--- src/rtl/control_unit.sv ---
// Hardwired Moore control sequencer: fetch in T0-T2, opcode-specific execute in T3-T7.
// Optional macro CU_STEP_EN adds input step_i so the T-states advance only when stepped.
module control_unit #(
    parameter int OPW  = 5,
    parameter int ALUW = 5
) (
    input  logic            clk_i,
    input  logic            clr_i,
`ifdef CU_STEP_EN
    input  logic            step_i,
`endif
    input  logic [31:0]     ir_i,
    output logic            run_o,
    output logic            illegal_o,
    output logic [ALUW-1:0] alu_op_o,
    output logic            read_o,
    output logic            write_o,
    output logic            BAout_o,
    output logic            Rin_o,
    output logic            Rout_o,
    output logic            Gra_o,
    output logic            Grb_o,
    output logic            Grc_o,
    output logic            CONN_in_o,
    output logic            MARin_o,
    output logic            MDRin_o,
    output logic            HIin_o,
    output logic            LOin_o,
    output logic            Yin_o,
    output logic            Zin_o,
    output logic            PCin_o,
    output logic            IRin_o,
    output logic            incPC_o,
    output logic            InPortIn_o,
    output logic            OutPortIn_o,
    output logic            HIout_o,
    output logic            LOout_o,
    output logic            ZHighOut_o,
    output logic            ZLowOut_o,
    output logic            MDRout_o,
    output logic            PCout_o,
    output logic            InPortOut_o,
    output logic            Cout_o
);

    localparam logic [OPW-1:0] OP_LD   = OPW'(5'b00000);
    localparam logic [OPW-1:0] OP_LDI  = OPW'(5'b00001);
    localparam logic [OPW-1:0] OP_ST   = OPW'(5'b00010);
    localparam logic [OPW-1:0] OP_ADD  = OPW'(5'b00011);
    localparam logic [OPW-1:0] OP_SUB  = OPW'(5'b00100);
    localparam logic [OPW-1:0] OP_AND  = OPW'(5'b00101);
    localparam logic [OPW-1:0] OP_OR   = OPW'(5'b00110);
    localparam logic [OPW-1:0] OP_ADDI = OPW'(5'b01100);
    localparam logic [OPW-1:0] OP_NOP  = OPW'(5'b11010);
    localparam logic [OPW-1:0] OP_HALT = OPW'(5'b11011);

    localparam logic [ALUW-1:0] ALU_NOP = ALUW'(5'b00000);
    localparam logic [ALUW-1:0] ALU_ADD = ALUW'(5'b00001);
    localparam logic [ALUW-1:0] ALU_SUB = ALUW'(5'b00010);
    localparam logic [ALUW-1:0] ALU_AND = ALUW'(5'b01010);
    localparam logic [ALUW-1:0] ALU_OR  = ALUW'(5'b01011);

    typedef enum logic [3:0] {
        S_RESET,
        S_T0,
        S_T1,
        S_T2,
        S_T3,
        S_T4,
        S_T5,
        S_T6,
        S_T7,
        S_HALT
    } state_t;

    state_t state_q;
    state_t state_d;
    logic   advance;

    logic [OPW-1:0]  opcode;
    logic            isLd;
    logic            isLdi;
    logic            isSt;
    logic            isRtype;
    logic            isAddi;
    logic            isNop;
    logic            isHalt;
    logic            isLegal;
    logic            isAddrCalc;
    logic [ALUW-1:0] rtypeAlu;
    logic            unusedIr;

    assign opcode   = ir_i[31 -: OPW];
    assign unusedIr = ^ir_i[31-OPW:0];

`ifdef CU_STEP_EN
    assign advance = step_i;
`else
    assign advance = 1'b1;
`endif

    always_comb begin
        isLd       = (opcode == OP_LD);
        isLdi      = (opcode == OP_LDI);
        isSt       = (opcode == OP_ST);
        isRtype    = (opcode == OP_ADD) || (opcode == OP_SUB) ||
                     (opcode == OP_AND) || (opcode == OP_OR);
        isAddi     = (opcode == OP_ADDI);
        isNop      = (opcode == OP_NOP);
        isHalt     = (opcode == OP_HALT);
        isLegal    = isLd || isLdi || isSt || isRtype || isAddi || isNop || isHalt;
        // ld, ldi and st all form their effective address as Rb + C through Y and Z
        isAddrCalc = isLd || isLdi || isSt;
        rtypeAlu   = ALU_NOP;
        case (opcode)
            OP_ADD:  rtypeAlu = ALU_ADD;
            OP_SUB:  rtypeAlu = ALU_SUB;
            OP_AND:  rtypeAlu = ALU_AND;
            OP_OR:   rtypeAlu = ALU_OR;
            default: rtypeAlu = ALU_NOP;
        endcase
    end

    always_comb begin
        state_d = state_q;
        case (state_q)
            S_RESET: state_d = S_T0;
            S_T0:    state_d = S_T1;
            S_T1:    state_d = S_T2;
            S_T2:    state_d = S_T3;
            S_T3: begin
                if (isNop) begin
                    state_d = S_T0;
                end else if (isHalt || !isLegal) begin
                    state_d = S_HALT;
                end else begin
                    state_d = S_T4;
                end
            end
            S_T4:    state_d = S_T5;
            S_T5:    state_d = (isLd || isSt) ? S_T6 : S_T0;
            S_T6:    state_d = S_T7;
            S_T7:    state_d = S_T0;
            S_HALT:  state_d = S_HALT;
            default: state_d = S_RESET;
        endcase
    end

    // clr wins over step so a held sequencer can always be recovered
    always_ff @(posedge clk_i) begin
        if (clr_i) begin
            state_q <= S_RESET;
        end else if (advance) begin
            state_q <= state_d;
        end
    end

    always_comb begin
        read_o      = 1'b0;
        write_o     = 1'b0;
        BAout_o     = 1'b0;
        Rin_o       = 1'b0;
        Rout_o      = 1'b0;
        Gra_o       = 1'b0;
        Grb_o       = 1'b0;
        Grc_o       = 1'b0;
        CONN_in_o   = 1'b0;
        MARin_o     = 1'b0;
        MDRin_o     = 1'b0;
        HIin_o      = 1'b0;
        LOin_o      = 1'b0;
        Yin_o       = 1'b0;
        Zin_o       = 1'b0;
        PCin_o      = 1'b0;
        IRin_o      = 1'b0;
        incPC_o     = 1'b0;
        InPortIn_o  = 1'b0;
        OutPortIn_o = 1'b0;
        HIout_o     = 1'b0;
        LOout_o     = 1'b0;
        ZHighOut_o  = 1'b0;
        ZLowOut_o   = 1'b0;
        MDRout_o    = 1'b0;
        PCout_o     = 1'b0;
        InPortOut_o = 1'b0;
        Cout_o      = 1'b0;
        alu_op_o    = ALU_NOP;
        run_o       = (state_q != S_HALT);
        illegal_o   = (state_q == S_HALT) && !isLegal;
        case (state_q)
            S_T0: begin
                PCout_o = 1'b1;
                MARin_o = 1'b1;
                incPC_o = 1'b1;
                Zin_o   = 1'b1;
            end
            S_T1: begin
                ZLowOut_o = 1'b1;
                PCin_o    = 1'b1;
                read_o    = 1'b1;
                MDRin_o   = 1'b1;
            end
            S_T2: begin
                MDRout_o = 1'b1;
                IRin_o   = 1'b1;
            end
            S_T3: begin
                if (isAddrCalc) begin
                    Grb_o   = 1'b1;
                    BAout_o = 1'b1;
                    Yin_o   = 1'b1;
                end else if (isRtype || isAddi) begin
                    Grb_o  = 1'b1;
                    Rout_o = 1'b1;
                    Yin_o  = 1'b1;
                end
            end
            S_T4: begin
                if (isAddrCalc || isAddi) begin
                    Cout_o   = 1'b1;
                    Zin_o    = 1'b1;
                    alu_op_o = ALU_ADD;
                end else if (isRtype) begin
                    Grc_o    = 1'b1;
                    Rout_o   = 1'b1;
                    Zin_o    = 1'b1;
                    alu_op_o = rtypeAlu;
                end
            end
            S_T5: begin
                if (isLd || isSt) begin
                    ZLowOut_o = 1'b1;
                    MARin_o   = 1'b1;
                end else if (isLdi || isRtype || isAddi) begin
                    ZLowOut_o = 1'b1;
                    Gra_o     = 1'b1;
                    Rin_o     = 1'b1;
                end
            end
            S_T6: begin
                if (isSt) begin
                    Gra_o   = 1'b1;
                    Rout_o  = 1'b1;
                    MDRin_o = 1'b1;
                end else if (isLd) begin
                    read_o  = 1'b1;
                    MDRin_o = 1'b1;
                end
            end
            S_T7: begin
                if (isSt) begin
                    write_o = 1'b1;
                end else if (isLd) begin
                    MDRout_o = 1'b1;
                    Gra_o    = 1'b1;
                    Rin_o    = 1'b1;
                end
            end
            default: begin
            end
        endcase
    end

endmodule

--- config.mk ---
export PLATFORM = sky130hd
export DESIGN_NAME = control_unit
export DESIGN_NICKNAME = d
export VERILOG_FILES = /design/src/rtl/control_unit.sv
export SDC_FILE = /design/constraint.sdc
export NUM_CORES = 1
export LEC_CHECK = 0
export BUFFER_PORTS_ARGS = -buffer_cell sky130_fd_sc_hd__buf_2
export CORE_MARGIN = 4
export CORE_UTILIZATION = 37
export CTS_BUF_LIST = sky130_fd_sc_hd__clkbuf_4
export CTS_CLUSTER_SIZE = 40
export DETAILED_ROUTE_END_ITERATION = 6
export PLACE_DENSITY = 0.81
export SYNTH_ARGS = -nofsm -noshare
export SYNTH_HDL_FRONTEND = slang
export SYNTH_SLANG_ARGS = --single-unit
--- constraint.sdc ---
create_clock -name clk_i -period 1.8 [get_ports clk_i]
set_input_delay 0.27 -clock clk_i [delete_from_list [all_inputs] [get_ports clk_i]]
set_output_delay 0.27 -clock clk_i [all_outputs]
set_load 0.005 [all_outputs]
# Word level (Yosys, flattened, before mapping)
# Index checks and enable logic that the tools add are counted.
# totals
ram_bits	0
mem_count	0
rom_bits	0
output_inout_bits	35
elab_cells	81
register_bits	4
input_bits	34
latchBits	0
# classes
add_sub_neg	0
eq_ne	19
order_cmp	0
multipliers	0
n_bitwise	0
shifts	0
n_mux	41
n_reduce_logical	20
div	0
# op_table
cell	n
$pmux 4 s9	1
$mux 1	24
$eq 4x3->1 const B	4
$pmux 4 s4	1
$eq 5x3->1 const B	3
$logic_or 1x1->1	15
$mux 5	3
$pmux 1 s2	7
$eq 5x2->1 const B	2
$eq 5x5->1 const B	2
$eq 4x2->1 const B	2
$eq 4x4->1 const B	2
$mux 4	2
$pmux 1 s3	2
$eq 5x1->1 const B	1
$eq 5x4->1 const B	1
$logic_not 5->1	1
$eq 4x1->1 const B	1
$logic_not 4->1	1
$ne 4x4->1 const B	1
$mux 3	1
$reduce_or 2->1	1
$logic_and 1x1->1	1
$logic_not 1->1	1

# Longest topological paths before layout
# Gate-level depths: netlist of the first run.
# logic_depth
depth_word	13
mapped_depth	6
depth_no_buf	4

# Least setup slack after synthesis of the first run
# Ideal clock, no wire load.
# synth_path
kind	reg2out
from	reg state_q[2]
to	out Gra_o
stages_incl_launch_ff	6
slack_ns	0.251
n_path_buf	1
t_arrival_ns	1.279
path_cell_list	dfxtp_1 nor2b_1 clkbuf_1 a32o_1 a32o_1 nand2b_1
# synth_via
elab_chain_cells	2
# synth_rtl
element	line_no	rtl
from (decl)	76	state_t state_q;
from (signal assigned)	154	state_q <= state_d;
$eq 4x4->1 / $eq 4x3->1 (equally long branches)	190	case (state_q)
$pmux 1 s3 (*)	190	
to (decl)	21	output logic Gra_o,
# Mark *: on every way between the ends. The rest lies on a longest branch, timed or not.

# Final worst setup path of the first run
# layout_path
from	reg state_q[3]
to	out Gra_o
# Same word-level chain as after synthesis.

==> impl_metrics.json, run 1 <==
{
  "fin_crit_sh_pct": 100,
  "status": "complete, but fails checks",
  "synth_cell_types": 34,
  "die_w_um": 51.8,
  "end_kind": "output port",
  "std_cell_rows": 15,
  "synthFlopType": "dfxtp_1",
  "total_power_uw": 362,
  "fin_skew_ns": 0.0000890,
  "antenna_left": 0,
  "largest-register": "state_q",
  "path_clk_slew_ns": 0.04,
  "worst-setup-path-type": "reg -> out",
  "top_regs": "state_q: 4 flops",
  "synthAdderAreaFrac_pct": 0,
  "n_antenna_cell": 0,
  "synth_seq_cells": 4,
  "rsz0062_at_grt": "true",
  "crit_fanout": 3,
  "fin_nets": 182,
  "synthTopCellsByCount": "nor2_1 (17), buf_4 (13), nand2_1 (11)",
  "setup_viol": 1,
  "fmax_ghz": 0.553,
  "multi_input_area_um2": 549,
  "cts.sinks": 4,
  "syn_inst": 113,
  "io_pins": 69,
  "area_growth_pct": 32.6,
  "vias_per_cell": 5.12,
  "io_buffers": 30,
  "async_flop_share_pct": 0,
  "layout.cells.non_filler": 171,
  "synth_largest_area_cell": "buf_4",
  "place_hpwl_um": 1710,
  "violations": "setup timing",
  "synth_compound_area_share_pct": 22.7,
  "layout-drive-gt1-share_pct": 38.4,
  "report.final.hold_viol_count": 0,
  "worstPathArrival_ns": 1.54,
  "cts_inserted_buffers": 3,
  "clock-root-buffer": "clkbuf_4",
  "clockBufferDepth": 2,
  "synth_edf_count": 0,
  "synth_top_area_share_pct": 13.7,
  "final.setup.worst_slack_ns": -0.00799,
  "grt_max_degree": 13,
  "seq_area_um2": 85.1,
  "vias": 876,
  "start_util_pct": 40.3,
  "dp_slack_ns": 0.0741,
  "largest_reg_flops": 4,
  "grt-ovfl-total": 0,
  "synth_simple_gate_area_share_pct": 42.1,
  "leakagePower_nw": 0.515,
  "fillerInstances": 200,
  "grt_antenna_before_repair": 0,
  "dieArea_um2": 2690,
  "wl_per_cell_um": 13.0,
  "synth_area_per_cell_um2": 6.29,
  "worst_hold_path_type": "in -> reg",
  "drc": 0,
  "setup_tns_ns": -0.00799,
  "fin_util_pct": 53.4,
  "gp_congestion": 0.851,
  "cts_tree": "built",
  "power.density_nw_per_um2": 384,
  "dp_cells": 167,
  "synth_top_family_by_area": "simple AND/OR/NAND/NOR gates",
  "ys_seq_area_share_pct": 11.3,
  "grt_first_pass_wirelength_um": 3240,
  "yosysMostFrequentCell": "nor2_1",
  "coreArea_um2": 1760,
  "dr.pass1.iters": 5,
  "synth_mux_area_share_pct": 0,
  "synth_xor_area_share_pct": 2.46,
  "grt_pass1_vias": 788,
  "maxSlewViolCount": 0,
  "synth.area.top_cells": "buf_4 (14%), dfxtp_1 (11%), nor2_1 (9.0%), nand2_1 (5.8%), nand2b_1 (4.4%)",
  "rrSetupSlack_ns": 0.14,
  "startpoint_type": "flip-flop",
  "crit_required_ns": 1.53,
  "maxCapViolCount": 0,
  "drt_iter0_drc": 17,
  "clk_latency_ns": 0.24,
  "ys_warn_count": 0,
  "die_y_um": 51.8,
  "synth_area_um2": 711,
  "htreeDepth": 1,
  "grtUsageTotal_pct": 15.3,
  "ir_drop_v": 0.000384,
  "drt-total-wl_um": 2230,
  "min_period_ns": 1.81
}
## logic make-up (layout without fill, tap and decap cells)
kind of cell           after synthesis  in the layout
XOR/XNOR                             2              2
other                                1             11
flip-flops                           4              4
AND/OR/NAND/NOR                     58             58
buffers and inverters               24             47
AO/OA/AOI/OAI                       24             24
## worst max-delay path: stages, from the launching register on
cell,delay [ns]
dfxtp_2,0.33
buf_6,0.12
nor3b_4,0.14
a32o_2,0.22
a32o_2,0.23
nand2b_4,0.14
buf_6,0.12
## placed cells by master (no fill, tap or decap), types with 2 or more instances in the layout
cell,netlist,routed
a21o_1,2,2
a21oi_1,6,6
a31oi_1,2,2
a32o_2,0,2
and3_1,2,2
buf_2,2,29
buf_4,13,10
buf_6,1,2
clkbuf_4,0,3
conb_1,1,11
dfxtp_2,0,4
inv_1,3,3
nand2_1,11,11
nand2b_1,5,4
nand2b_4,1,2
nand3_1,2,2
nand3b_1,3,3
nand4_1,3,3
nor2_1,17,17
nor2b_1,3,2
nor3_1,5,5
o21a_1,2,2
o21ai_0,4,3
o21ai_1,1,2
or3_1,2,2
xor2_1,2,2
## area by class of cell
type,instances,area share (%)
Tap cell,25,3.32
Clock buffer,3,2.39
Inverter,3,1.20
Multi-Input combinational cell,95,58.3
Sequential cell,4,9.03
Timing Repair Buffer,41,25.8
## metal layers
metal	GRT usage (%)	vias up	routed length, um
met1	18.9	401	961
li1	-	436	-
met4	3.49	0	0
met2	27.2	39	1110
met3	2.58	0	163
met5	0	-	0
## power by group
group | switching [mW] | leakage (nW) | internal, mW | total [mW]
Clock | 0.0376 | 0.0138 | 0.0746 | 0.112
Combinational | 0.0809 | 0.467 | 0.0604 | 0.141
Sequential | 0.0128 | 0.0343 | 0.0954 | 0.108
Total | 0.131 | 0.515 | 0.230 | 0.362
## path summary, 6_finish.rpt
kind	start	end	cells after the start
worst max register to register	state_q[3]	state_q[3]	5
worst max-delay path	state_q[3]	Gra_o	6
worst min register to register	state_q[3]	state_q[2]	3
worst min-delay path	clr_i	state_q[2]	2
## stage by stage
step	hold slack (ns)	instance area, um^2
detailed placement	0.492	867
global placement	0.484	867
global route	0.242	942
floorplan	0.339	748
finish	0.244	942
CTS	0.237	908
## what timing repair did
action / CTS / global route
setup buffers: 2 / 0
pin swaps: 2 / 2
resized for setup: 6 / 8
hold buffers: 0 / 0
endpoints found under the setup margin: 1 / 6
Power figures use the tool's default switching activity.
==> inputs of run 2 (changes only) <==
==> constraint.sdc (replaced) <==
create_clock -name clk_i -period 1.8 [get_ports clk_i]
set_input_delay 0.09 -clock clk_i [delete_from_list [all_inputs] [get_ports clk_i]]
set_output_delay 0.09 -clock clk_i [all_outputs]
set_load 0.005 [all_outputs]
==> run 2 against run 1 <==
Against the previous run:
- the flow now finishes without violations
- count of clock-buffer cells in the layout did not move
- power fell by 6.1%
- combinational power fell by 14%
- flip-flop and latch count did not move
- register-to-register slack improved by 0.12 ns
- critical path depth fell by 1
- critical endpoint is now Rout_o
- largest power group unchanged
- highest routed layer unchanged
==> impl_metrics.json, run 2 (synthesis gave the netlist of run 1 again) <==
{
  "status": "finished clean",
  "area_growth_pct": 19.0,
  "cp_top_family": "simple AND/OR/NAND/NOR gates",
  "total_power_uw": 340,
  "drt-total-wl_um": 1940,
  "p_int_uw": 219,
  "place_area_um2": 815,
  "worst-setup-path-type": "reg -> out",
  "ir_drop_v": 0.000323,
  "crit_required_ns": 1.71,
  "crit_fanout": 11,
  "wl_per_cell_um": 11.9,
  "n_antenna_cell": 0,
  "power.density_nw_per_um2": 402,
  "drc": 0,
  "grtUsageTotal_pct": 13.5,
  "end_kind": "output port",
  "grt_pass1_vias": 648,
  "drt_iter0_drc": 18,
  "fin_crit_sh_pct": 96.6,
  "htreeDepth": 1,
  "top_regs": "state_q: 4 flops",
  "cts_inserted_buffers": 3,
  "grt_antenna_before_repair": 0,
  "antenna_left": 0,
  "cpMaxStageDelayCell": "dfxtp_1",
  "place_hpwl_um": 1530,
  "leakagePower_nw": 0.457,
  "dp_cells": 160,
  "grt-ovfl-total": 0,
  "cts.sinks": 4,
  "final_cell_mix": "buf_2 (30), nor2_1 (17), nand2_1 (11), conb_1 (11), a21oi_1 (6)",
  "dieArea_um2": 2690,
  "final_common_cell": "buf_2",
  "critPathMaxStageDelay_ns": 0.53,
  "layout-drive-gt1-share_pct": 31.2,
  "min_period_ns": 1.74,
  "io_buffers": 30,
  "comb_power_share_pct": 35.7,
  "rsz0062_at_grt": "true",
  "report.final.hold_viol_count": 0,
  "worst_hold_path_type": "in -> reg",
  "fin_area_um2": 846,
  "p_sw_uw": 121,
  "die_w_um": 51.8,
  "setup_viol": 0,
  "p_sw_share_pct": 35.5,
  "clock-root-buffer": "clkbuf_4",
  "worstPathArrival_ns": 1.65,
  "dr.pass1.iters": 4,
  "maxSlewViolCount": 0,
  "maxCapViolCount": 0,
  "path_clk_slew_ns": 0.03,
  "critical_path.n_buffers_inverters": 1,
  "start_util_pct": 40.3,
  "vias_per_cell": 5.05,
  "grt_first_pass_wirelength_um": 2880,
  "die_y_um": 51.8,
  "largest-register": "state_q",
  "gp_congestion": 0.885,
  "clk_latency_ns": 0.23,
  "fmax_ghz": 0.575,
  "coreArea_um2": 1760,
  "vias": 823,
  "crit_path_cell_trace": "nor2b_2 > nand3_1 > nor2_1 > nand3b_1 > buf_2",
  "layout.cells.non_filler": 163,
  "fin_nets": 174,
  "largest_reg_flops": 4,
  "whs_ns": 0.0579,
  "cts_tree": "built",
  "grt_max_degree": 16,
  "p_seq_share_pct": 32.5,
  "cts_hold_buffers": 0,
  "p_clk_share_pct": 31.7,
  "io_pins": 69,
  "startpoint_type": "flip-flop",
  "rrSetupSlack_ns": 0.26,
  "fin_skew_ns": 0.000240,
  "clockBufferDepth": 2,
  "std_cell_rows": 15
}
-- run 2: cell types whose count changed in the layout (fill, tap and decap cells not counted), sizes merged --
cell  previous run  this run
buf             41        33
-- run 2: repair_timing --
item,4_1_cts,5_1_grt
endpoints found under the hold margin,0,0
buffers inserted,0,0
gates resized for setup,1,4
setup endpoints to repair,2,6
-- run 2: layout make-up --
type                            count  area [um^2]
Tap cell                           25         31.3
Sequential cell                     4         83.8
Multi-Input combinational cell     95          524
Inverter                            3         11.3
Clock buffer                        3         22.5
Fill cell                         204          918
Timing Repair Buffer               33          173
-- run 2: per-layer routing --
metal	up-vias	wire, um	global-route usage, %
li1	421	-	-
met1	366	844	17.4
met2	36	938	23.8
met3	0	157	3.44
met4	0	0	0
met5	-	0	0
-- run 2: path summary, 6_finish.rpt --
check,start,end,depth (start not counted)
setup / recovery,state_q[0],Rout_o,5
hold / removal,clr_i,state_q[2],2
setup reg to reg,state_q[3],state_q[3],4
hold reg to reg,state_q[3],state_q[1],1
-- run 2: power groups by stage --
stage / registers (mW) / logic [mW] / clock network (mW)
floorplan: 0.0988 / 0.108 / 0
global placement: 0.109 / 0.116 / 0
detailed placement: 0.110 / 0.119 / 0
CTS: 0.109 / 0.120 / 0.114
global route: 0.112 / 0.136 / 0.121
finish: 0.110 / 0.121 / 0.108
-- run 2: worst reg2reg max path, delay by kind of cell (launching register included) --
family	cells	cell delay (ns)
AO/OA/AOI/OAI	1	0.15
flip-flops	1	0.35
AND/OR/NAND/NOR	3	0.97
-- run 2: per-stage QoR --
stage,worst slack (ns),setup TNS [ns],util (%)
floorplan,0.311,0,-
global placement,0.217,0,46.2
detailed placement,0.201,0,46.2
CTS,0.0205,0,47.6
global route,-0.0248,-0.0492,47.9
finish,0.0609,0,47.9
